### config.mk
export PLATFORM = sky130hd
export DESIGN_NAME = fetch_pc_gen
export DESIGN_NICKNAME = d
export VERILOG_FILES = /design/src/rtl/core_pkg.sv /design/src/rtl/fetch_next_pc.sv /design/src/rtl/fetch_pc_gen.sv
export SDC_FILE = /design/constraint.sdc
export NUM_CORES = 1
export LEC_CHECK = 0
export BUFFER_PORTS_ARGS = -buffer_cell sky130_fd_sc_hd__buf_2
export CAP_MARGIN = 30
export CORE_AREA = 2 2 139 141
export CTS_CLUSTER_SIZE = 30
export DETAILED_ROUTE_END_ITERATION = 6
export DIE_AREA = 0 0 141 143
export PLACE_DENSITY_LB_ADDON = 0.1
export SLEW_MARGIN = 15
export SYNTH_ARGS = -nofsm -noshare
export SYNTH_HDL_FRONTEND = slang
export SYNTH_SLANG_ARGS = --single-unit
### constraint.sdc
create_clock -name clock -period 2.8 [get_ports clock]
set_input_delay 0.56 -clock clock [delete_from_list [all_inputs] [get_ports clock]]
set_output_delay 0.56 -clock clock [all_outputs]
set_load 0.005 [all_outputs]
### src/rtl/core_pkg.sv
// Shared RV32 front-end definitions: datapath width, reset vector default,
// NOP encoding and the fetch sequencer state encoding.
package core_pkg;

    localparam int          XLEN_DEF         = 32;
    localparam logic [31:0] RESET_VECTOR_DEF = 32'h0000_0000;
    localparam logic [31:0] NOP_INSTR        = 32'h0000_0013;

    typedef enum logic [1:0] {
        FS_BOOT = 2'd0,
        FS_REQ  = 2'd1,
        FS_WAIT = 2'd2,
        FS_DROP = 2'd3
    } fetch_state_e;

endpackage

### src/rtl/fetch_next_pc.sv
// Next fetch PC selection: trap beats redirect beats sequential PC+4.
// Redirect and trap targets are word-aligned by clearing bits [1:0].
module fetch_next_pc
    import core_pkg::*;
#(
    parameter int XLEN = XLEN_DEF
) (
    input  logic [XLEN-1:0] pc,
    input  logic            redirect_valid,
    input  logic [XLEN-1:0] redirect_pc,
    input  logic            trap_valid,
    input  logic [XLEN-1:0] trap_vec,
    output logic [XLEN-1:0] pc_plus4,
    output logic [XLEN-1:0] next_pc,
    output logic            flush
);

    localparam logic [XLEN-1:0] ALIGN_MASK = ~XLEN'(3);

    always_comb begin
        pc_plus4 = pc + XLEN'(4);
        flush    = trap_valid | redirect_valid;
        if (trap_valid) begin
            next_pc = trap_vec & ALIGN_MASK;
        end else if (redirect_valid) begin
            next_pc = redirect_pc & ALIGN_MASK;
        end else begin
            next_pc = pc_plus4;
        end
    end

endmodule

### src/rtl/fetch_pc_gen.sv
// Instruction-fetch front end: owns the fetch PC, issues one outstanding
// imem request at a time and presents {pc, pc+4, instr} downstream.
//
// state | meaning
// BOOT  | single cycle after reset release, no request issued
// REQ   | request to imem at pc (suppressed while stalled)
// WAIT  | request accepted, response pending
// DROP  | response owed for a killed request, data will be discarded
module fetch_pc_gen
    import core_pkg::*;
#(
    parameter int              XLEN         = XLEN_DEF,
    parameter logic [XLEN-1:0] RESET_VECTOR = XLEN'(RESET_VECTOR_DEF)
) (
    input  logic            clock,
    input  logic            reset,
    input  logic            io_stall,
    input  logic            io_redirect_valid,
    input  logic [XLEN-1:0] io_redirect_pc,
    input  logic            io_trap_valid,
    input  logic [XLEN-1:0] io_trap_vec,
    output logic            io_imem_req_valid,
    input  logic            io_imem_req_ready,
    output logic [XLEN-1:0] io_imem_req_addr,
    input  logic            io_imem_resp_valid,
    input  logic [31:0]     io_imem_resp_data,
    output logic            io_out_valid,
    output logic [XLEN-1:0] io_pc_out,
    output logic [XLEN-1:0] io_pc4_out,
    output logic [31:0]     io_instr_out
);

    fetch_state_e    state, state_nxt;
    logic [XLEN-1:0] pc;
    logic [XLEN-1:0] pc_plus4;
    logic [XLEN-1:0] next_pc;
    logic            flush;

    logic            req_valid;
    logic            pc_load;
    logic            resp_take;
    logic            skid_load;

    logic            out_valid;
    logic [XLEN-1:0] pc_out;
    logic [XLEN-1:0] pc4_out;
    logic [31:0]     instr_out;

    logic            skid_valid;
    logic [XLEN-1:0] skid_pc;
    logic [XLEN-1:0] skid_pc4;
    logic [31:0]     skid_instr;

    fetch_next_pc #(.XLEN(XLEN)) u_next_pc (
        .pc             (pc),
        .redirect_valid (io_redirect_valid),
        .redirect_pc    (io_redirect_pc),
        .trap_valid     (io_trap_valid),
        .trap_vec       (io_trap_vec),
        .pc_plus4       (pc_plus4),
        .next_pc        (next_pc),
        .flush          (flush)
    );

    always_ff @(posedge clock or negedge reset) begin
        if (!reset) begin
            state <= FS_BOOT;
        end else begin
            state <= state_nxt;
        end
    end

    always_comb begin
        state_nxt = state;
        req_valid = 1'b0;
        pc_load   = 1'b0;
        resp_take = 1'b0;
        skid_load = 1'b0;
        case (state)
            FS_BOOT: begin
                pc_load   = flush;
                state_nxt = FS_REQ;
            end
            FS_REQ: begin
                req_valid = !io_stall;
                pc_load   = flush;
                // an accepted request killed in the same cycle still owes a response
                if (req_valid && io_imem_req_ready) begin
                    state_nxt = flush ? FS_DROP : FS_WAIT;
                end
            end
            FS_WAIT: begin
                if (flush) begin
                    pc_load   = 1'b1;
                    state_nxt = io_imem_resp_valid ? FS_REQ : FS_DROP;
                end else if (io_imem_resp_valid) begin
                    pc_load   = 1'b1;
                    state_nxt = FS_REQ;
                    skid_load = io_stall;
                    resp_take = !io_stall;
                end
            end
            FS_DROP: begin
                pc_load = flush;
                if (io_imem_resp_valid) begin
                    state_nxt = FS_REQ;
                end
            end
            default: state_nxt = FS_BOOT;
        endcase
    end

    always_ff @(posedge clock or negedge reset) begin
        if (!reset) begin
            pc         <= RESET_VECTOR;
            out_valid  <= 1'b0;
            pc_out     <= RESET_VECTOR;
            pc4_out    <= RESET_VECTOR + XLEN'(4);
            instr_out  <= NOP_INSTR;
            skid_valid <= 1'b0;
            skid_pc    <= RESET_VECTOR;
            skid_pc4   <= RESET_VECTOR + XLEN'(4);
            skid_instr <= NOP_INSTR;
        end else begin
            if (pc_load) begin
                pc <= next_pc;
            end
            if (flush) begin
                out_valid  <= 1'b0;
                skid_valid <= 1'b0;
            end else if (resp_take) begin
                out_valid <= 1'b1;
                pc_out    <= pc;
                pc4_out   <= pc_plus4;
                instr_out <= io_imem_resp_data;
            end else if (skid_load) begin
                skid_valid <= 1'b1;
                skid_pc    <= pc;
                skid_pc4   <= pc_plus4;
                skid_instr <= io_imem_resp_data;
            end else if (!io_stall) begin
                // skid drains on the first unstalled edge; otherwise the valid pulse ends
                if (skid_valid) begin
                    out_valid  <= 1'b1;
                    pc_out     <= skid_pc;
                    pc4_out    <= skid_pc4;
                    instr_out  <= skid_instr;
                    skid_valid <= 1'b0;
                end else begin
                    out_valid <= 1'b0;
                end
            end
        end
    end

    assign io_imem_req_valid = req_valid;
    assign io_imem_req_addr  = pc;
    assign io_out_valid      = out_valid;
    assign io_pc_out         = pc_out;
    assign io_pc4_out        = pc4_out;
    assign io_instr_out      = instr_out;

endmodule

# Word level (Yosys, flattened, before mapping)
# Cells that the tools add are included.
[word_totals]
register_bits = 228
ram_bits = 0
inputBits = 103
latchBits = 0
mem_count = 0
out_inout_bits = 130
romBits = 0
[classes]
bitwise_logic = 3
shift = 0
n_mul = 0
n_eq_ne = 10
div_mod_pow = 0
n_addsub = 1
order_cmp = 0
mux = 39
reduce_logical = 9
[ops]
columns = ["cell", "n"]
rows = [
  ["$mux W32", 14],
  ["$add A32 B3 Y32 const B", 1],
  ["$mux W1", 19],
  ["$mux W2", 4],
  ["$pmux W2 S4", 1],
  ["$ne A2 B2 Y1 const B", 3],
  ["$ne A3 B1 Y1 const B", 2],
  ["$eq A2 B2 Y1 const B", 2],
  ["$reduce_and A2 Y1", 2],
  ["$reduce_and A4 Y1", 1],
  ["$ne A3 B3 Y1 const B", 1],
  ["$reduce_and A3 Y1", 1],
  ["$reduce_or A3 Y1", 1],
  ["$eq A2 B1 Y1 const B", 1],
  ["$logic_not A2 Y1", 1],
  ["$ne A2 B1 Y1 const B", 1],
  ["$not A1 Y1", 2],
  ["$pmux W1 S2", 1],
  ["$reduce_bool A2 Y1", 1],
  ["$logic_and A1 B1 Y1", 1],
  ["$logic_not A1 Y1", 1],
  ["$or A1 B1 Y1", 1],
]

# Logic depth before layout (Yosys ltp)
# Gate-level depths: netlist of run 1.
[depth]
depth_word = 6
ltp_mapped = 8
depth_no_buf = 6

# Cells and area by module
# A second synthesis of run 1 with hierarchy kept.
[unflattened]
cells_unflattened = 946
area_unflattened_um2 = 11547.3
[by_module_without_submodules]
columns = ["module", "cells_each", "area_each_um2", "n_inst", "seq_area_each_um2"]
rows = [
  ["fetch_pc_gen", 719, 10018.4, 1, 5715.5],
  ["fetch_next_pc", 227, 1529.0, 1, 0.0],
]

# Worst setup path before layout of run 1
# No wires, ideal clock.
[synth_path]
path_kind = "register to register"
startpoint = "register pc[3] (netlist: io_imem_req_addr[3])"
endpoint = "register pc[30] (netlist: io_imem_req_addr[30])"
slack_ns = 0.591
n_path_buf = 1
arrival_time_ns = 2.106
t_required_ns = 2.696
synth_period_minus_slack_ns = 2.209
path_stages_with_launch = 8
setup_time_ns = 0.104
path_cell_list = "dfrtp_1 > ha_1 > nand3_4 > or4_1 > buf_6 > nor4_4 > o21ai_1 > a221oi_1"
[synth_via]
elab_chain_cells = 3
[synth_rtl]
columns = ["element", "line_no", "rtl"]
rows = [
  ["from (decl)", "fetch_pc_gen.sv:34", "logic [XLEN-1:0] pc;"],
  ["from (signal assigned)", "fetch_pc_gen.sv:126", "pc <= next_pc;"],
  ["$add A32 B3 Y32", "fetch_next_pc.sv:21", "pc_plus4 = pc + XLEN'(4);"],
  ["$mux W32", "fetch_next_pc.sv:25", "end else if (redirect_valid) begin"],
  ["$mux W32", "fetch_next_pc.sv:23", "if (trap_valid) begin"],
]
# Every way passes these cells.
# A chain may end at the register's enable or synchronous reset.

# Worst setup path in the final report of run 1
[layout_path]
startpoint = "register pc[2] (netlist: io_imem_req_addr[2])"
endpoint = "register pc[22] (netlist: io_imem_req_addr[22])"
# Same word-level chain as after synthesis.

==> metrics.md, run 1 <==
| Metric | Value |
|---|---|
| CP Cell Sequence | `ha_1 > nand3_4 > or4_1 > buf_4 > nor4_1 > xnor2_1 > o21ai_1` |
| Cts bufs inserted | `23` |
| Max Buffers Root-to-Sink | `3` |
| CORE AREA | `0.0186 mm²` |
| Post-synth cell types | `63` |
| Worst setup margin | `between 0.2 and 0.25 ns` |
| Slowest-stage cell, CP | `or4_1` |
| GRT Overall Usage | `a little over a quarter` |
| Top cell type by total area after synthesis | `dfrtp_1` |
| Pwr Total | `7.29 mW` |
| Number of global-route vias before repair | `8,116` |
| Ys async rst share | `100%` |
| Wire length per cell | `18.9 µm` |
| Post-DRT Antenna Nets | `0` |
| First-pass GRT wire length | `roughly 43,000 µm` |
| Initial antenna violation count | `0` |
| Area contributors post-synth | `dfrtp_1 (53%), mux2_2 (6.4%), o22ai_1 (5.2%)` |
| Slowest cell delay on critical path | `0.80 ns` |
| I/O Buffers | `222` |
| Final core occ | `65.4%` |
| Setup CP Type | `reg2reg` |
| Hpwl dp | `18,500 µm` |
| Worst slew pin tran | `~0.7 ns` |
| Setup Skew | `0.00883 ns` |
| Compound-gate portion of the synthesized area | `17.1%` |
| Max-cap violations | `0` |
| Clock sink count | `about 220` |
| Share of layout cells above drive strength 1 | `31.9%` |
| Crit path time final | `approximately 2.6 ns` |
| Vias per cell | `5.77` |
| Avg Cell Area, Syn | `10.2 µm²` |
| R2r setup slk | `between 0.2 and 0.25 ns` |
| Post-CTS Resized | `0` |
| Syn-to-layout area delta | `22.3%` |
| Total gr overflow | `0` |
| Simple-Gate Fraction of Synth Area | `roughly an eighth` |
| Startpoint class of the critical path | `register` |
| Die area | `0.0202 mm²` |
| Max_slew headroom | `54.3%` |
| Clock latency on the worst-skew pair | `~0.50 ns` |
| Crit. End Element | `register` |
| First-pass DRT Iterations | `5` |
| Unrepaired setup endpoints after global routing | `no` |
| Worst hold slack | `0.00340 ns` |
| Non-filler cells, final | `1,426` |
| Placed cell area | `about 0.011 mm²` |
| Final Setup Violations | `0` |
| CTS root buf | `clkbuf_16` |
| Drc violations | `0` |
| Cell Area, Synth | `a little under 0.01 mm²` |
| Post-Syn Instances | `975` |
| Worst EP arrival | `a little under 3 ns` |
| Synth top cells by count | `dfrtp_1 (210), a21oi_1 (97), nor2_1 (91), o22ai_1 (82), nand2_1 (77)` |
| HP Class | `in2async` |
| WP buf/inv | `1` |
| Finished Cell Area | `0.0121 mm²` |
| Synth Flop Type | `dfrtp_1` |
| Max VDD drop | `0.000376 V` |
| Post-CTS setup buffers | `0` |
| # diodes | `0` |
| Iteration-0 DRC count of the detailed router | `523` |
| CTS tree | `built` |
| Crit path max fanout | `10` |
| Largest net degree at the start of global routing | `71` |
| Final period util | `91.3%` |
| Count of final hold-check violations | `0` |
| Sequential share of the synthesized area | `55.1%` |
| F_max | `0.391 GHz` |
| Nets | `around 1,300` |
| EDFF count, synth | `0` |
| Critical path required time | `3.18 ns` |
| P_leak | `5.94 nW` |
| Fin. max-slew vios | `0` |
| Worst R2R Start | `io_imem_req_addr[2]` |
| Status | `complete, no violations` |
| Yosys reg bits | `218` |
| Routability cong. | `0.848` |
| Post-synthesis mux area share | `6.96%` |
| Initial core utilization | `between 50% and 60%` |
| Pwr/cell area | `600 mW/mm²` |
| Worst R2R Path Depth | `7` |
| Number of fill cells | `approximately 1,600` |
| Synth Area in Adders | `less than 1%` |
| DP Worst Slack | `0.278 ns` |
| YS warnings | `0` |
| Routed wire length | `27,000 µm` |
| Post-cts hold buffer count | `0` |
| Total Neg Setup Slack | `0 ns` |
| Post-synth top area share | `between 50% and 60%` |
| Die Y | `143 µm` |
| Clock Pin Slew Worst Setup and Hold Paths | `0.06 ns` |
| Crit Reg-Reg Endpoint | `io_imem_req_addr[22]` |
| Count leader, synth | `dfrtp_1` |
| Placed cell count | `1,386` |
| Largest family of logic cells by synthesized area | `compound AO/OA/AOI/OAI gates` |
| DIE WIDTH | `141 µm` |
| Post-synthesis xor/xnor area fraction | `4.06%` |
| Crit path max-delay family | `simple AND/OR/NAND/NOR gates` |
| # IOs | `about 230` |
| Vias | `between 8,000 and 9,000` |
| H-tree levels | `1` |
| Row count | `50` |
-- logic make-up after synthesis --
| family | count (synthesis) |
|---|---|
| adder cells (fa/ha/maj) | 1 |
| flip-flops | 218 |
| XOR/XNOR | 46 |
| AND/OR/NAND/NOR | 247 |
| other | 1 |
| buffers and inverters | 105 |
| AO/OA/AOI/OAI | 295 |
| multiplexers | 62 |
-- how the worst max path moves through the flow --
stage	from	end	slack [ns]	cells after the start
floorplan	io_imem_req_addr[3]	io_imem_req_addr[30]	0.59	7
global placement	io_imem_req_addr[2]	io_imem_req_addr[28]	0.36	7
detailed placement	io_imem_req_addr[3]	io_imem_req_addr[22]	0.28	7
CTS	io_imem_req_addr[2]	io_imem_req_addr[22]	0.26	7
global route	io_imem_req_addr[2]	io_imem_req_addr[18]	0.07	7
finish	io_imem_req_addr[2]	io_imem_req_addr[22]	0.24	7
-- where the power goes --
group          total, mW  internal, mW  switching [mW]
Clock               2.93          1.74            1.19
Combinational      0.851         0.378           0.473
Sequential          3.51          3.35           0.156
Total               7.29          5.47            1.82
-- layer usage --
layer  global-route usage [%]  vias to the layer above  share of wire [%]
li1                         -                     3881                  -
met1                     38.2                     4019                 46
met2                     42.5                      282                 46
met3                     3.25                       43                5.8
met4                     7.21                        0                2.0
met5                        0                        -                  0
-- placed cells by master, fill, tap and decap left out, drive strengths merged, types with 6 or more instances in the layout --
master and count:
buf 266, dfrtp 210, a21oi 97, nor2 91, o22ai 82, nand2 77, o21ai 76, mux2 56
clkbuf 37, xnor2 34, nand3 19, a22oi 18, nor3 15, nor4 14, xor2 12, inv 10
dfstp 8, mux2i 6, conb 6, nand4 6
-- final cells by class --
class	count	area, µm²	share of cell area [%]
clock buffer	37	678	5.58
tap	234	293	2.41
multi-input combinational	657	4060	33.5
clock inverter	3	40.0	0.330
timing repair buffer	266	1560	12.9
sequential	218	5470	45.0
inverter	11	41.3	0.340
-- registers in the layout, summed over array words and instances, names as in the netlist --
name	count
io_imem_req_addr	30
io_instr_out	32
io_out_valid	1
io_pc4_out	30
io_pc_out	30
skid_instr	32
skid_pc	30
skid_pc4	30
skid_valid	1
state	2
Power figures use the tool's default switching activity.
==> inputs of run 2 (changes only) <==
Settings changed: CORE_AREA 2 2 139 141 to 2 2 155 127, DIE_AREA 0 0 141 143 to 0 0 157 129.
==> run 2 against run 1 <==
  * Die area up 0.45%
  * Non-clock buffer count up 13
  * Wire length up 2.9%
  * Critical path type unchanged
==> metrics.md, run 2 (synthesized netlist as in run 1, its figures left out) <==
| Metric | Value |
|---|---|
| Slowest-stage cell, CP | `or4_4` |
| Routed wire length | `27,800 µm (+2.9%)` |
| Wire length per cell | `19.0 µm (+0.19%)` |
| Pwr Total | `7.53 mW (+3.3%)` |
| DP Worst Slack | `0.380 ns (+0.102 ns)` |
| Status | `complete, no violations` |
| HP Class | `in2reg` |
| CP Cell Sequence | `nand3_4 > or4_4 > or4_4 > xor2_1 > a21oi_1` |
| Final period util | `86.8% (-4.6 points)` |
| Cts bufs inserted | `23 (unchanged)` |
| Clock sink count | `218 (unchanged)` |
| Row count | `45 (-10%)` |
| Iteration-0 DRC count of the detailed router | `483 (-7.6%)` |
| # IOs | `233 (unchanged)` |
| H-tree levels | `1 (unchanged)` |
| CTS tree | `built` |
| CORE AREA | `0.0186 mm² (+0.30%)` |
| CTS root buf | `clkbuf_16` |
| Crit path time final | `2.43 ns (-0.128 ns)` |
| Largest net degree at the start of global routing | `65 (-8.5%)` |
| Vias per cell | `5.75 (-0.36%)` |
| Nets | `1,294 (+1.0%)` |
| Post-CTS Resized | `0 (unchanged)` |
| Syn-to-layout area delta | `24.3%` |
| Area of the multi-input gates | `0.00406 mm² (unchanged)` |
| Initial core utilization | `53.3% (-0.16 points)` |
| Final Setup Violations | `0 (unchanged)` |
| Startpoint class of the critical path | `register` |
| Crit path max fanout | `13 (+3)` |
| First-pass GRT wire length | `44,100 µm (+3.5%)` |
| GRT Overall Usage | `27.7% (+1.3 points)` |
| Initial antenna violation count | `0 (unchanged)` |
| Total Neg Setup Slack | `0 ns (unchanged)` |
| # diodes | `0 (unchanged)` |
| Net Sw Frac | `24.6% (-0.37 points)` |
| Die area | `0.0203 mm² (+0.45%)` |
| Setup Skew | `0.00784 ns (-0.000991 ns)` |
| Post-DRT Antenna Nets | `0 (unchanged)` |
| First-pass DRT Iterations | `5 (unchanged)` |
| Cell mode on critical path | `or4_4` |
| Worst hold slack | `0.287 ns (+0.283 ns)` |
| Max VDD drop | `0.000366 V (-2.7%)` |
| Worst setup margin | `0.371 ns (+0.128 ns)` |
| P_sw | `1.85 mW (+1.8%)` |
| Clock latency on the worst-skew pair | `0.50 ns (about the same)` |
| Count of final hold-check violations | `0 (unchanged)` |
| Flop pwr share | `46.6% (-1.5 points)` |
| Number of global-route vias before repair | `8,075 (-0.51%)` |
| Clock power frac | `42.0% (+1.8 points)` |
| Fin. max-slew vios | `0 (unchanged)` |
| Clock Pin Slew Worst Setup and Hold Paths | `0.06 ns (about the same)` |
| Worst slew pin tran | `0.736 ns (+0.0528 ns)` |
| Slowest cell delay on critical path | `0.65 ns (-0.15 ns)` |
| Crit. End Element | `register` |
| Critical path required time | `3.18 ns (about the same)` |
| Routability cong. | `0.893 (+5.3%)` |
| Most frequent cells in the layout | `buf_2 (221), dfrtp_1 (210), a21oi_1 (97)` |
| I/O Buffers | `222 (unchanged)` |
| Max-cap violations | `0 (unchanged)` |
| Max Buffers Root-to-Sink | `3 (unchanged)` |
| Hpwl dp | `19,300 µm (+4.3%)` |
| Die Y | `129 µm (-9.8%)` |
| Vias | `8,414 (+2.3%)` |
| P_leak | `6.03 nW (+1.4%)` |
| Setup CP Type | `reg2reg` |
| Pwr/cell area | `610 mW/mm² (+1.7%)` |
| Max_slew headroom | `50.5% (-3.8 points)` |
| Share of layout cells above drive strength 1 | `32.9% (+1.0 points)` |
| Unrepaired setup endpoints after global routing | `no` |
| Number of fill cells | `1,543 (-0.64%)` |
| Register area | `0.00547 mm² (unchanged)` |
| Comb pwr share | `11.5% (-0.2 points)` |
| Commonest non-fill, non-tap cell in the layout | `buf_2` |
| Worst EP arrival | `2.81 ns (-0.13 ns)` |
| Drc violations | `0 (unchanged)` |
| Pint | `5.68 mW (+3.8%)` |
| DIE WIDTH | `157 µm (+11%)` |
| Total gr overflow | `0 (unchanged)` |
| F_max | `0.412 GHz (+5.3%)` |
run 2: cell types whose count changed in the layout (fill, tap and decap cells not counted), sizes merged:
cell,before,now
clkbuf,37,34
dlygate4sd3,0,1
bufinv,1,3
buf,266,278
clkinv,3,4
clkinvlp,0,1
run 2: stage by stage:
| stage | std cells | instance area, µm² | utilization, % |
|---|---|---|---|
| floorplan | 980 | 9940 | - |
| global placement | 1422 | 11500 | 61.9 |
| detailed placement | 1422 | 11500 | 61.9 |
| CTS | 1464 | 12300 | 66.2 |
| global route | 1464 | 12300 | 66.2 |
| finish | 1464 | 12300 | 66.2 |
run 2: final timing paths:
| check | start | to | slack (ns) | depth (start not counted) |
|---|---|---|---|---|
| setup reg to reg | io_imem_req_addr[9] | io_pc4_out[31] | 0.37 | 5 |
| max in group asynchronous | reset | io_pc_out[13] | 1.55 | 3 |
| setup / recovery | io_imem_req_addr[9] | io_pc4_out[31] | 0.37 | 5 |
| min in group asynchronous | reset | io_pc_out[23] | 0.50 | 2 |
| hold / removal | io_redirect_pc[17] | io_imem_req_addr[17] | 0.29 | 3 |
| hold reg to reg | skid_pc4[4] | skid_pc4[4] | 0.48 | 2 |
run 2: cell type report:
class                      count  share of cell area [%]
sequential                   218                    44.3
clock buffer                  34                    5.49
timing repair buffer         279                    13.4
inverter                      11                   0.335
tap                          258                    2.62
multi-input combinational    657                    32.9
clock inverter                 7                   0.913
run 2: repair_timing:
action | 4_1_cts | 5_1_grt
endpoints found under the hold margin | 26 | 0
setup buffers | 0 | 0
hold buffers | 1 | 0
run 2: metal layers:
| metal | GRT usage [%] | part of all wire [%] | vias to the layer above |
|---|---|---|---|
| met1 | 41.7 | 46 | 4122 |
| met3 | 5.19 | 8.0 | 36 |
| li1 | - | - | 3902 |
| met5 | 0 | 0 | - |
| met2 | 42.4 | 45 | 354 |
| met4 | 5.61 | 1.5 | 0 |
run 2: power groups by stage:
stage               logic, mW  registers [mW]  clock network (mW)
floorplan               0.412            3.53                   0
CTS                     0.865            3.50                3.21
finish                  0.862            3.51                3.16
global placement        0.847            3.55                   0
detailed placement      0.858            3.56                   0
global route            0.959            3.53                3.37
run 2: worst max-delay path, delay by kind of cell (launching register included):
kind            cells  cell delay, ns
simple gates        3            1.39
compound gates      1            0.11
flops               1            0.53
xor+xnor            1            0.27
